--- config.mk ---
export PLATFORM = sky130hd
export DESIGN_NAME = program_counter_unit
export DESIGN_NICKNAME = d
export VERILOG_FILES = /design/src/rtl/program_counter_unit.sv
export SDC_FILE = /design/constraint.sdc
export NUM_CORES = 1
export LEC_CHECK = 0
export BUFFER_PORTS_ARGS = -buffer_cell sky130_fd_sc_hd__buf_4
export CAP_MARGIN = 20
export CELL_PAD_IN_SITES_DETAIL_PLACEMENT = 1
export CELL_PAD_IN_SITES_GLOBAL_PLACEMENT = 2
export CORE_MARGIN = 4
export CORE_UTILIZATION = 35
export CTS_CLUSTER_DIAMETER = 150
export CTS_CLUSTER_SIZE = 28
export DETAILED_ROUTE_END_ITERATION = 10
export GPL_TIMING_DRIVEN = 0
export PLACE_DENSITY_LB_ADDON = 0.1
export SLEW_MARGIN = 20
export SYNTH_ARGS = -nofsm -noshare
export SYNTH_HDL_FRONTEND = slang
export SYNTH_SLANG_ARGS = --single-unit
--- constraint.sdc ---
create_clock -name Clk -period 6.43 [get_ports Clk]
set_input_delay 0.3215 -clock Clk [delete_from_list [all_inputs] [get_ports Clk]]
set_output_delay 0.3215 -clock Clk [all_outputs]
set_load 0.005 [all_outputs]
--- src/rtl/program_counter_unit.sv ---
// program_counter_unit: PC register for the single-issue MIPS datapath.
// Loops PCResult through the external PC adder, holds on Stall, buffers one
// pending branch/jump redirect, and holds at RESET_PC for STARTUP_CYCLES edges
// after reset while instruction memory warms up. FetchCount counts PC advances.
// Optional feature macro: PC_ALIGN_CHECK_EN (word-aligns targets, drives
// the sticky MisalignErr flag). Without it, targets load verbatim and
// MisalignErr is tied low.
module program_counter_unit #(
    parameter logic [31:0] RESET_PC       = 32'h0000_0000,
    parameter int unsigned STARTUP_CYCLES = 2
) (
    input  logic        Clk,
    input  logic        Reset,
    input  logic [31:0] PCAddResult,
    input  logic        Stall,
    input  logic        Redirect,
    input  logic [31:0] RedirectTarget,
    output logic [31:0] PCResult,
    output logic        PCValid,
    output logic        RedirectPending,
    output logic [31:0] FetchCount,
    output logic        MisalignErr
);

    typedef enum logic {
        ST_HOLD = 1'b0,
        ST_RUN  = 1'b1
    } state_t;

    // Zero startup cycles means reset lands directly in RUN.
    localparam state_t     RESET_STATE = (STARTUP_CYCLES == 0) ? ST_RUN : ST_HOLD;
    localparam logic [3:0] LAST_COUNT  = (STARTUP_CYCLES == 0) ? 4'd0 : 4'(STARTUP_CYCLES - 1);

    // Target conditioning: word-aligned when the alignment check is built in.
    function automatic logic [31:0] align_target(input logic [31:0] target);
`ifdef PC_ALIGN_CHECK_EN
        return {target[31:2], 2'b00};
`else
        return target;
`endif
    endfunction

    state_t      state_q, state_d;
    logic [3:0]  start_cnt_q, start_cnt_d;
    logic [31:0] pc_q, pc_d;
    logic        pend_valid_q, pend_valid_d;
    logic [31:0] pend_target_q, pend_target_d;
    logic [31:0] fetch_count_q, fetch_count_d;
    logic        advance_s;

    // State register: FSM state, startup counter and datapath registers.
    always_ff @(posedge Clk or posedge Reset) begin
        if (Reset) begin
            state_q       <= RESET_STATE;
            start_cnt_q   <= 4'd0;
            pc_q          <= RESET_PC;
            pend_valid_q  <= 1'b0;
            pend_target_q <= 32'h0000_0000;
            fetch_count_q <= 32'h0000_0000;
        end else begin
            state_q       <= state_d;
            start_cnt_q   <= start_cnt_d;
            pc_q          <= pc_d;
            pend_valid_q  <= pend_valid_d;
            pend_target_q <= pend_target_d;
            fetch_count_q <= fetch_count_d;
        end
    end

    // Next-state logic: count startup edges in HOLD, then stay in RUN until reset.
    always_comb begin
        state_d     = state_q;
        start_cnt_d = start_cnt_q;
        case (state_q)
            ST_HOLD: begin
                start_cnt_d = start_cnt_q + 4'd1;
                if (start_cnt_q == LAST_COUNT) begin
                    state_d = ST_RUN;
                end else begin
                    state_d = ST_HOLD;
                end
            end
            ST_RUN: begin
                state_d = ST_RUN;
            end
            default: begin
                state_d = RESET_STATE;
            end
        endcase
    end

    // Output logic: fetch addresses are real only in RUN.
    always_comb begin
        PCValid = 1'b0;
        case (state_q)
            ST_RUN:  PCValid = 1'b1;
            ST_HOLD: PCValid = 1'b0;
            default: PCValid = 1'b0;
        endcase
    end

    assign advance_s = (state_q == ST_RUN) && !Stall;

    // Next-PC selection: redirect beats pending beats sequential; otherwise buffer redirects.
    always_comb begin
        pc_d          = pc_q;
        pend_valid_d  = pend_valid_q;
        pend_target_d = pend_target_q;
        fetch_count_d = fetch_count_q;
        if (advance_s) begin
            fetch_count_d = fetch_count_q + 32'd1;
            pend_valid_d  = 1'b0;
            if (Redirect) begin
                pc_d = align_target(RedirectTarget);
            end else if (pend_valid_q) begin
                pc_d = pend_target_q;
            end else begin
                pc_d = PCAddResult;
            end
        end else begin
            if (Redirect) begin
                pend_valid_d  = 1'b1;
                pend_target_d = align_target(RedirectTarget);
            end else begin
                pend_valid_d  = pend_valid_q;
            end
        end
    end

`ifdef PC_ALIGN_CHECK_EN
    logic misalign_q;

    // Sticky misaligned-redirect flag, cleared only by reset.
    always_ff @(posedge Clk or posedge Reset) begin
        if (Reset) begin
            misalign_q <= 1'b0;
        end else begin
            misalign_q <= misalign_q | (Redirect & (RedirectTarget[1:0] != 2'b00));
        end
    end

    assign MisalignErr = misalign_q;
`else
    assign MisalignErr = 1'b0;
`endif

    assign PCResult        = pc_q;
    assign RedirectPending = pend_valid_q;
    assign FetchCount      = fetch_count_q;

endmodule

==> results of run 1 <==
-- Yosys cell counts (4+ instances only) --
library cell,n,area (um2)
o21ai_0,33,165
clkbuf_1,13,48.8
nand4_1,4,25.0
nand3_1,12,60.1
a21oi_1,32,160
xnor2_1,24,210
xor2_1,10,87.6
mux2_2,32,360
nor2_1,40,150
dfrtp_1,102,2550
buf_2,6,30.0
mux2i_1,32,320
nand2_1,48,180
-- critical path, stage by stage, from the launching register on --
cell and delay, ps:
dfrtp_1 410, ha_1 190, nand4b_1 310, nor3_1 720, nand4_1 220, xnor2_1 170
-- power breakdown --
part           internal (mW)  switching [mW]
combinational          0.156           0.126
sequential             0.715          0.0616
clock                  0.351           0.237
-- sequential cells by signal, summed over array words and instances, names as in the netlist --
register / count
PCResult: 32
pend_target_q: 32
RedirectPending: 1
start_cnt_q: 4
state_q: 1
FetchCount: 32
-- placed cells by master, fill, tap and decap left out, drive strengths merged --
master	count
buf	145
dfrtp	102
nand2	48
nor2	40
o21ai	33
mux2	32
mux2i	32
a21oi	32
clkbuf	25
xnor2	24
nand3	12
xor2	10
nand4	8
nor4	4
nor3	3
and4	3
nand2b	3
nor3b	3
ha	3
inv	3
nand4b	2
and3	2
clkinv	2
bufinv	2
nand3b	1
a21o	1
nor2b	1
or2	1
conb	1
-- metal layers --
| layer | vias to the layer above | wire (um) |
|---|---|---|
| li1 | 1755 | - |
| met1 | 1797 | 5720 |
| met2 | 85 | 6060 |
| met3 | 9 | 854 |
| met4 | 0 | 112 |
| met5 | - | 0 |
-- final cells by class --
type,instances,area (um2)
Buffer,24,116
Clock buffer,12,246
Clock inverter,4,70.1
Fill cell,1460,6940
Inverter,3,16.3
Multi-Input combinational cell,299,2050
Sequential cell,102,2550
Tap cell,176,220
Timing Repair Buffer,134,1030
-- per-stage QoR --
step | instance area [um2] | std cells | hold slack [ps] | worst slack (ps)
after global placement | 5950 | 737 | 461 | 1940
after detailed placement | 5980 | 738 | 387 | 4330
after floorplan | 4730 | 428 | 447 | 3430
after CTS | 6300 | 754 | 5.74 | 4310
after global routing | 6300 | 754 | 16.1 | 4190
final | 6300 | 754 | 1.50 | 4310
-- path summary, 6_finish.rpt --
| check | startpoint | to | slack [ps] |
|---|---|---|---|
| setup / recovery | FetchCount[0]$_DFFE_PP0P_ | FetchCount[28]$_DFFE_PP0P_ | 4310 |
| hold / removal | Reset | FetchCount[30]$_DFFE_PP0P_ | 2 |
| setup reg to reg | FetchCount[0]$_DFFE_PP0P_ | FetchCount[28]$_DFFE_PP0P_ | 4310 |
| hold reg to reg | FetchCount[31]$_DFFE_PP0P_ | FetchCount[31]$_DFFE_PP0P_ | 470 |
| max in group asynchronous | Reset | pend_target_q[12]$_DFFE_PP0P_ | 5790 |
| min in group Clk | RedirectTarget[0] | pend_target_q[0]$_DFFE_PP0P_ | 220 |
-- cells by family (layout without fill, tap and decap cells) --
family	count (synthesis)	after routing
other	1	1
adder cells (fa/ha/maj)	3	3
AND/OR/NAND/NOR	131	131
multiplexers	64	64
AO/OA/AOI/OAI	66	66
buffers and inverters	27	177
XOR/XNOR	34	34
flip-flops	102	102
==> flow_metrics.env, run 1 <==
export IMPL_antenna_found_initial=0
export IMPL_rsz0062_at_grt="false"
export IMPL_yosys_area_share_simple_pct=14.8
export IMPL_row_count=42
export IMPL_p_per_area_nw_per_um2=261
export IMPL_drt_first_pass_iters=4
export IMPL_ys_ff_latch=102
export IMPL_htreeDepth=3
export IMPL_reg2regPathDepth=5
export IMPL_layout_min_cycle_time_ps=2120
export IMPL_cp_start_kind="register"
export IMPL_gp_congestion=0.722
export IMPL_tightest_slew_ps=728
export IMPL_drt_wirelength_per_cell_um=16.9
export IMPL_clock_path_buffers=2
export IMPL_drtAntennaViolNets=0
export IMPL_syn_area_um2=4730
export IMPL_end_kind="register"
export IMPL_crit_arrival_ps=2360
export IMPL_dieWidth_um=124
export IMPL_synthArstFlopShare_pct=100
export IMPL_ir_worst_vdd_mv=0.187
export IMPL_synth_edf_count=0
export IMPL_max_cap_violations=0
export IMPL_synth_warnings=0
export IMPL_synth_avg_cell_area_um2=11.1
export IMPL_clkSlewWorstSetupHoldPaths_ps=70
export IMPL_fin_crit_sh_pct=33.0
export IMPL_crit_required_ps=6660
export IMPL_tns_ps=0
export IMPL_cts_resized=0
export IMPL_start_util_pct=35.7
export IMPL_critPathKind="register to register"
export IMPL_vias=3646
export IMPL_drive_above_1_share_pct=34.8
export IMPL_skew_ps=5.92
export IMPL_yosys_area_share_xor_xnor_pct=6.29
export IMPL_cts_root_buf="clkbuf_16"
export IMPL_routed_wl_mm=12.7
export IMPL_die_area_um2=15400
export IMPL_synth_nets=499
export IMPL_grt_util_met1_pct=22.1
export IMPL_cts_hold_buffers=0
export IMPL_finalHoldViolations=0
export IMPL_synthesis_instances=428
export IMPL_clk_latency_ps=350
export IMPL_top_usage_layer="met2"
export IMPL_synth_compound_area_share_pct=7.03
export IMPL_coreArea_um2=13200
export IMPL_grt_pass1_vias=3964
export IMPL_synthAdderAreaFrac_pct=0.793
export IMPL_met3_usage_pct=6.69
export IMPL_area_delta_synth_final_pct=33.1
export IMPL_cts_buffers=9
export IMPL_hp_class="primary input to asynchronous set/reset pin"
export IMPL_vias_per_cell=4.84
export IMPL_outcome="completed"
export IMPL_grt_max_degree=60
export IMPL_setup_violations=0
export IMPL_ys_flop_type="dfrtp_1"
export IMPL_clock_sinks=102
export IMPL_post_cts_buffers=0
export IMPL_io_pins=135
export IMPL_finalMaxSlewViolations=0
export IMPL_nets=644
export IMPL_ys_types=34
export IMPL_grt_ovfl_total=0
export IMPL_grt_first_pass_wirelength_mm=21.2
export IMPL_path_max_fanout=6
export IMPL_fmax_mhz=471
export IMPL_dp_hpwl_mm=9.30
export IMPL_grtUsageTotal_pct=17.0
export IMPL_synth_mux_area_share_pct=14.4
export IMPL_portBuffers=133
export IMPL_antennaDiodeCount=0
export IMPL_ys_seq_area_share_pct=53.9
export IMPL_cts_tree="done"
export IMPL_leakage_nw=3.00
export IMPL_synth_top_family_by_area="simple AND/OR/NAND/NOR gates"
export IMPL_route_detailed_drc=0
export IMPL_use_met2_pct=27.1
export IMPL_p_total_mw=1.65
export IMPL_drt_iter0_markers=164
export IMPL_dieHeight_um=124
export IMPL_postLayoutCoreUtil_pct=47.6
export IMPL_slew_limit_headroom_pct=51.1
Note: power is estimated with default switching activity, not from simulation.
==> inputs of run 2 (changes only) <==
CORE_UTILIZATION = 32   (was 35)
clock period = 2.22 ns   (was 6.43 ns; I/O delays follow)
==> run 2 against run 1 <==
Core utilization is 2.0 points lower. Combinational power rose to 3.1 times the previous value. Non-clock buffer count increased by 34. Final cell count up 5.3%. Power increased to 2.8 times the previous value. Die area up 8.8%. First-iteration DRC count down 23%. Sequential power grew to 2.9 times the previous value. Critical path depth stayed put. Clock skew is 1.4 ps higher. Sequential share of layout area is 2.0 points lower. Global-route usage decreased by 0.44 points.
==> flow_metrics.env, run 2 (synthesized netlist as in run 1, its figures left out) <==
export IMPL_outcome="completed"
export IMPL_drt_wirelength_per_cell_um=16.9
export IMPL_final_common_cell="buf_4"
export IMPL_row_count=44
export IMPL_crit_required_ps=2450
export IMPL_cts_buffers=9
export IMPL_tightest_slew_ps=602
export IMPL_start_util_pct=32.6
export IMPL_tns_ps=0
export IMPL_cts_tree="done"
export IMPL_fmax_mhz=507
export IMPL_r2r_end="FetchCount[18]$_DFFE_PP0P_"
export IMPL_antennaDiodeCount=0
export IMPL_ir_worst_vdd_mv=0.405
export IMPL_dieWidth_um=130
export IMPL_leakage_nw=3.13
export IMPL_fin_crit_sh_pct=88.8
export IMPL_cts_root_buf="clkbuf_16"
export IMPL_postLayoutCoreUtil_pct=45.6
export IMPL_die_area_um2=16800
export IMPL_drive_above_1_share_pct=33.0
export IMPL_crit_start="FetchCount[0]$_DFFE_PP0P_"
export IMPL_clock_sinks=102
export IMPL_cp_start_kind="register"
export IMPL_antenna_found_initial=0
export IMPL_reg2regPathDepth=5
export IMPL_htreeDepth=3
export IMPL_slew_limit_headroom_pct=59.9
export IMPL_clkSlewWorstSetupHoldPaths_ps=60
export IMPL_coreArea_um2=14500
export IMPL_clk_latency_ps=350
export IMPL_grt_pass1_vias=4063
export IMPL_grt_first_pass_wirelength_mm=21.5
export IMPL_end_kind="register"
export IMPL_grt_max_degree=32
export IMPL_skew_ps=7.28
export IMPL_dp_hpwl_mm=9.69
export IMPL_finalHoldViolations=0
export IMPL_r2r_slack_ps=250
export IMPL_route_detailed_drc=0
export IMPL_dieHeight_um=130
export IMPL_setup_violations=0
export IMPL_hp_class="primary input to register"
export IMPL_path_max_fanout=6
export IMPL_grt_ovfl_total=0
export IMPL_hp_start="RedirectTarget[5]"
export IMPL_crit_end="FetchCount[18]$_DFFE_PP0P_"
export IMPL_post_cts_buffers=0
export IMPL_routed_wl_mm=13.4
export IMPL_crit_arrival_ps=2200
export IMPL_portBuffers=133
export IMPL_critPathKind="register to register"
export IMPL_grtUsageTotal_pct=16.6
export IMPL_mostFrequentLayoutCells="buf_4, dfrtp_1, nand2_1, nor2_1, o21ai_0"
export IMPL_area_delta_synth_final_pct=39.9
export IMPL_vias=3805
export IMPL_drtAntennaViolNets=0
export IMPL_r2r_start="FetchCount[0]$_DFFE_PP0P_"
export IMPL_multiInputGateArea_um2=2060
export IMPL_seq_area_um2=2550
export IMPL_gp_congestion=0.724
export IMPL_io_pins=135
export IMPL_nets=678
export IMPL_rsz0062_at_grt="false"
export IMPL_vias_per_cell=4.79
export IMPL_layout_min_cycle_time_ps=1970
export IMPL_drt_first_pass_iters=4
export IMPL_p_per_area_nw_per_um2=704
export IMPL_fillers=1630
export IMPL_clock_path_buffers=2
export IMPL_drt_iter0_markers=127
export IMPL_finalMaxSlewViolations=0
export IMPL_max_cap_violations=0
## run 2: cell count changes in the layout (fill, tap and decap cells not counted), sizes merged
cell,previous run,this run
buf,145,147
clkinv,2,1
dlygate4sd3,0,32
bufinv,2,1
inv,3,2
clkinvlp,0,1
## run 2: critical path, stage by stage, from the launching register on
cell and delay, ps:
dfrtp_1 450, ha_1 210, nand4b_1 310, nor4_2 560, nand4_1 170, xnor2_1 150
## run 2: power breakdown
group	internal, mW	switching (mW)	leakage, nW	total [mW]
clock	0.862	0.672	0.132	1.53
sequential	2.07	0.184	1.28	2.26
combinational	0.493	0.379	1.71	0.872
total	3.43	1.23	3.13	4.66
## run 2: through the flow
stage / hold WS, ps / cell area [um2] / total power [mW] / instances / worst slack (ps)
2_1_floorplan: 261 / 4740 / 2.67 / 428 / 620
3_3_place_gp: 355 / 5970 / 3.09 / 745 / 3.54
3_5_place_dp: 187 / 6030 / 3.14 / 748 / 57.4
4_1_cts: 0.191 / 6600 / 4.75 / 792 / 34.6
5_1_grt: 11.5 / 6620 / 4.95 / 794 / 76.0
6_report: 23.0 / 6620 / 4.66 / 794 / 248
## run 2: area by class of cell
class	count	area share, %
buffer	24	1.76
clock buffer	12	3.57
clock inverter	2	0.529
inverter	3	0.227
multi-input combinational	299	31.1
sequential	102	38.5
tap	184	3.48
timing repair buffer	168	20.8
## run 2: layer usage
metal,track usage (%),up-vias,share of wire [%]
li1,-,1821,-
met1,20.6,1900,43
met2,28.1,77,50
met3,5.98,7,6.3
met4,3.24,0,0.77
met5,0,-,0
## run 2: worst min-delay path by stage
stage	end	slack, ps	cells past startpoint
2_1_floorplan	pend_target_q[30]$_DFFE_PP0P_	260	1
3_5_place_dp	PCResult[24]$_DFFE_PP0P_	190	2
4_1_cts	pend_target_q[16]$_DFFE_PP0P_	0.2	2
3_3_place_gp	pend_target_q[7]$_DFFE_PP0P_	350	2
6_report	pend_target_q[5]$_DFFE_PP0P_	20	2
5_1_grt	pend_target_q[5]$_DFFE_PP0P_	10	2
## run 2: timing repair
action,CTS,global route
endpoints found under the setup margin,0,5
endpoints found under the hold margin,48,2
resized for setup,0,1
hold buffers,30,2
